==> src/rtl/bcd_time_counter.sv <==
// Time-of-day counter: packed-BCD hours/minutes/seconds advanced by a clk prescaler,
// with a validated time-set load and single-cycle rollover strobes.
module bcd_time_counter #(
  parameter int unsigned TICKS_PER_SEC = 1000,
  parameter int unsigned PRESCALE_W    = 24
) (
  input  logic       clk,
  input  logic       rst,
  input  logic       run_en,
  input  logic       set_en,
  input  logic [7:0] set_hour,
  input  logic [7:0] set_minute,
  input  logic [7:0] set_second,
  output logic [7:0] Hour,
  output logic [7:0] Minute,
  output logic [7:0] Second,
  output logic       sec_pulse,
  output logic       min_pulse,
  output logic       hour_pulse,
  output logic       set_err
);

  localparam logic [PRESCALE_W-1:0] TERM = PRESCALE_W'(TICKS_PER_SEC - 1);

  logic [PRESCALE_W-1:0] r_presc;
  logic                  w_tc;
  logic                  w_set_ok;
  logic                  w_sec_wrap;
  logic                  w_min_wrap;

  // Single BCD digit-pair increment; callers handle the decade/day wrap.
  function automatic logic [7:0] bcd_inc(input logic [7:0] v);
    if (v[3:0] == 4'd9) bcd_inc = {v[7:4] + 4'd1, 4'd0};
    else                bcd_inc = {v[7:4], v[3:0] + 4'd1};
  endfunction

  assign w_tc       = run_en && (r_presc == TERM);
  assign w_sec_wrap = (Second == 8'h59);
  assign w_min_wrap = (Minute == 8'h59);

  // Tens digits bounded first so the byte compare only has to reject e.g. 24..29.
  assign w_set_ok = (set_hour[7:4]   <= 4'd2) && (set_hour[3:0]   <= 4'd9) && (set_hour   <= 8'h23)
                 && (set_minute[7:4] <= 4'd5) && (set_minute[3:0] <= 4'd9)
                 && (set_second[7:4] <= 4'd5) && (set_second[3:0] <= 4'd9);

  always_ff @(posedge clk) begin
    if (rst) begin
      r_presc    <= '0;
      Hour       <= 8'h00;
      Minute     <= 8'h00;
      Second     <= 8'h00;
      sec_pulse  <= 1'b0;
      min_pulse  <= 1'b0;
      hour_pulse <= 1'b0;
      set_err    <= 1'b0;
    end else begin
      sec_pulse  <= 1'b0;
      min_pulse  <= 1'b0;
      hour_pulse <= 1'b0;
      set_err    <= 1'b0;
      if (set_en && w_set_ok) begin
        // A valid load pre-empts any coincident tick and restarts the second.
        r_presc <= '0;
        Hour    <= set_hour;
        Minute  <= set_minute;
        Second  <= set_second;
      end else begin
        set_err <= set_en;
        if (w_tc) begin
          r_presc   <= '0;
          sec_pulse <= 1'b1;
          if (w_sec_wrap) begin
            Second    <= 8'h00;
            min_pulse <= 1'b1;
            if (w_min_wrap) begin
              Minute     <= 8'h00;
              hour_pulse <= 1'b1;
              Hour       <= (Hour == 8'h23) ? 8'h00 : bcd_inc(Hour);
            end else begin
              Minute <= bcd_inc(Minute);
            end
          end else begin
            Second <= bcd_inc(Second);
          end
        end else if (run_en) begin
          r_presc <= r_presc + PRESCALE_W'(1);
        end
      end
    end
  end

endmodule

==> config.mk <==
export PLATFORM = sky130hd
export DESIGN_NAME = bcd_time_counter
export DESIGN_NICKNAME = d
export VERILOG_FILES = /design/src/rtl/bcd_time_counter.sv
export SDC_FILE = /design/constraint.sdc
export NUM_CORES = 1
export LEC_CHECK = 0
export CAP_MARGIN = 0
export CORE_MARGIN = 4
export CORE_UTILIZATION = 30
export DETAILED_ROUTE_END_ITERATION = 8
export GPL_TIMING_DRIVEN = 0
export PLACE_DENSITY = 0.49
export SLEW_MARGIN = 20
export SYNTH_ARGS = -nofsm -noshare
export SYNTH_HDL_FRONTEND = slang
export SYNTH_SLANG_ARGS = --single-unit
==> constraint.sdc <==
create_clock -name clk -period 4.9 [get_ports clk]
set_input_delay 0.49 -clock clk [delete_from_list [all_inputs] [get_ports clk]]
set_output_delay 0.49 -clock clk [all_outputs]
set_load 0.01 [all_outputs]
==> results.ini <==
[outcome]
status = finished, final reports clean

[yosys]
ys_seq_elements = 52
post-synth-top-area-fraction = 0.379
synthMuxAreaShare = 0.0364
syn_area_per_cell_um2 = 8.65
synthXorXnorAreaFrac = 0.0892
netlist_area_um2 = 2750
synth-seq-area-share = 0.379
syn_inst = 318
yosys.area_share.adder = 0.0409
syn-num-nets = 355
synth_warnings = 0
synthFlopType = dfxtp_1
synth_compound_area_frac = 0.112
synth_top_family_by_area = simple AND/OR/NAND/NOR gates
yosys-top-cells-area = dfxtp_1 (38%), nor2_1 (8.3%), xor2_1 (5.4%), ha_1 (4.1%), a211oi_1 (3.8%)
yosys.area.top_type = dfxtp_1
ys_types = 47
async_reset_ff_frac = 0
synth-edff-count = 0
synth-simple-area-share = 0.312

[layout]
final_util = 0.404
area_delta_synth_final_pct = 29.3
fin_nets = 417
fillers = 912
drive_above_1_share = 0.0735
antennaDiodeCount = 0

[pwr]
ir_worst_vdd_mv = 0.134
p_leak_nw = 1.28
power.density_nw_per_um2 = 220
total_power_mw = 0.784

[grt]
grt_pass1_vias = 2407
grt_busiest_layer = met2
grt_pass1_wl_mm = 12.2
grt_max_degree = 18
grt-ovfl-total = 0
antenna_found_initial = 0
grtUsageMet1 = 0.181
grt_usage = 0.136
use_met3 = 0.0330
use_met2 = 0.222

[route]
routed_via_density = 5.08
drt_iter0_drc = 104
first_pass_iters = 4
vias = 2485
ant_nets = 0
wirelength_mm = 7.30
post_drt_wl_per_cell_um = 14.9
drc = 0

[clock_tree]
cts.sinks = 52
cts-resized-gates = 0
clkLatencyLatePin_ns = 0.31
cts_htree_levels = 2
cts_tree = done
path_clk_slew_ns = 0.10
cts_buffers = 5
cts_setup_buffers = 0
clk_root_buffer_cell = clkbuf_8
ctsHoldBuffers = 0
clockBufferDepth = 2

[place]
post-dp-hpwl_mm = 5.55
place.gp.congestion = 0.750
io_buffers = 55

[floorplanning]
coreArea_um2 = 8810
die_area_um2 = 10800
die_x_um = 104
io_pins = 56
placement_rows = 34
start_util = 0.312
die_h_um = 104

[critical_path]
slowest_stage = nor4_1
cp_cell_sequence = clkdlybuf4s50_1 -> nand4_2 -> nor4_1 -> nand4_1 -> xor2_1 -> nor2_1
worst-setup-path-type = in -> reg
crit_path_start = run_en
end_kind = register
r2r_start = Second[4]
crit_family = simple AND/OR/NAND/NOR gates
crit_path_start_kind = input pin
cp.buffers_inverters = 1
worstPathRequired_ns = 5.10
worst-path-max-fanout = 6
max_stage_delay_ns = 0.82
critPathArrivalTime_ns = 2.53

[sta]
setup-violations-final = 0
rsz0062_at_grt = no
tightest_slew_ns = 0.888
fmax_mhz = 429
clock_skew_ns = 0.0114
slew_headroom = 0.403
post-route-min-period_ns = 2.33
fin_crit_sh = 0.476
final.setup.tns_ns = 0
slew_viol_final = 0
hold_viol = 0

[hold_path]
min_path_type = reg -> reg
hp-start = Minute[7]

[job]
maxCapViolations = 0

-- layout by cell type (no fill, tap or decap), drive strengths merged, types with 6 or more instances in the layout --
cell | netlist | routed
nor2 | 62 | 62
clkdlybuf4s50 | 0 | 55
dfxtp | 52 | 52
nand2 | 19 | 19
xor2 | 17 | 17
nand3 | 16 | 16
a211oi | 14 | 14
nand4 | 14 | 14
o21ai | 12 | 12
xnor2 | 11 | 11
clkbuf | 6 | 11
mux2i | 10 | 10
nor4 | 10 | 10
ha | 9 | 9
inv | 8 | 9
and3 | 7 | 7
a311oi | 6 | 6
-- sequential cells by signal (all words and copies together), names as in the netlist --
register    flops
min_pulse       1
hour_pulse      1
set_err         1
Minute          8
Second          8
r_presc        24
sec_pulse       1
Hour            8
-- worst paths after layout --
check,to,slack (ns),depth (start not counted)
max reg2reg,Hour[7],2.68,6
max,r_presc[18],2.57,6
min reg2reg,Minute[7],0.52,2
min,Minute[7],0.52,2
-- stage by stage --
step / std cells / hold WS [ns] / setup slack [ns] / area [um2]
6_report: 489 / 0.522 / 2.57 / 3560
2_1_floorplan: 318 / 0.480 / 2.94 / 2750
3_3_place_gp: 481 / 0.506 / 1.98 / 3440
3_5_place_dp: 481 / 0.497 / 2.01 / 3440
5_1_grt: 489 / 0.533 / 2.37 / 3560
4_1_cts: 489 / 0.515 / 2.33 / 3550
-- Yosys cell counts, drive strengths merged (2+ instances only) --
master	n
nor2	62
dfxtp	52
nand2	19
xor2	17
nand3	16
a211oi	14
nand4	14
o21ai	12
xnor2	11
mux2i	10
nor4	10
ha	9
inv	8
and3	7
a311oi	6
clkbuf	6
a21oi	5
buf	5
nand3b	4
nor2b	3
nor3	3
or3	3
or4	3
and3b	2
-- kinds of logic after synthesis --
logic type	after synthesis
flip-flops	52
adder cells (fa/ha/maj)	9
buffers and inverters	19
AO/OA/AOI/OAI	45
XOR/XNOR	28
multiplexers	10
AND/OR/NAND/NOR	155
-- layout make-up --
class | instances | area, um2 | area share
repair buffers | 55 | 551 | 0.155
multi-input cells | 247 | 1630 | 0.459
plain buffers | 11 | 53.8 | 0.0151
clock buffers | 5 | 68.8 | 0.0193
inverters | 8 | 30.0 | 0.00844
clock inverters | 3 | 46.3 | 0.0130
well taps | 108 | 135 | 0.0380
flip-flops and latches | 52 | 1040 | 0.293
-- power by group --
part	internal, mW	total, mW	leakage, nW	switching, mW
Combinational	0.0269	0.0472	0.805	0.0203
Clock	0.154	0.309	0.0548	0.155
Sequential	0.425	0.428	0.419	0.00257
-- routing by layer --
| layer | vias to the layer above | routed length [um] | share of wire |
|---|---|---|---|
| met2 | 50 | 3290 | 0.45 |
| met3 | 9 | 320 | 0.044 |
| met1 | 1154 | 3590 | 0.49 |
| met5 | - | 0 | 0 |
| met4 | 0 | 96 | 0.013 |
| li1 | 1272 | - | - |
-- worst reg2reg max path, delay by kind of cell (launching register included) --
kind | cells | cell delay [ns]
simple gates | 4 | 1.36
flops | 1 | 0.46
fa+ha+maj | 1 | 0.18
compound gates | 1 | 0.15
(Power assumes the default switching activity.)
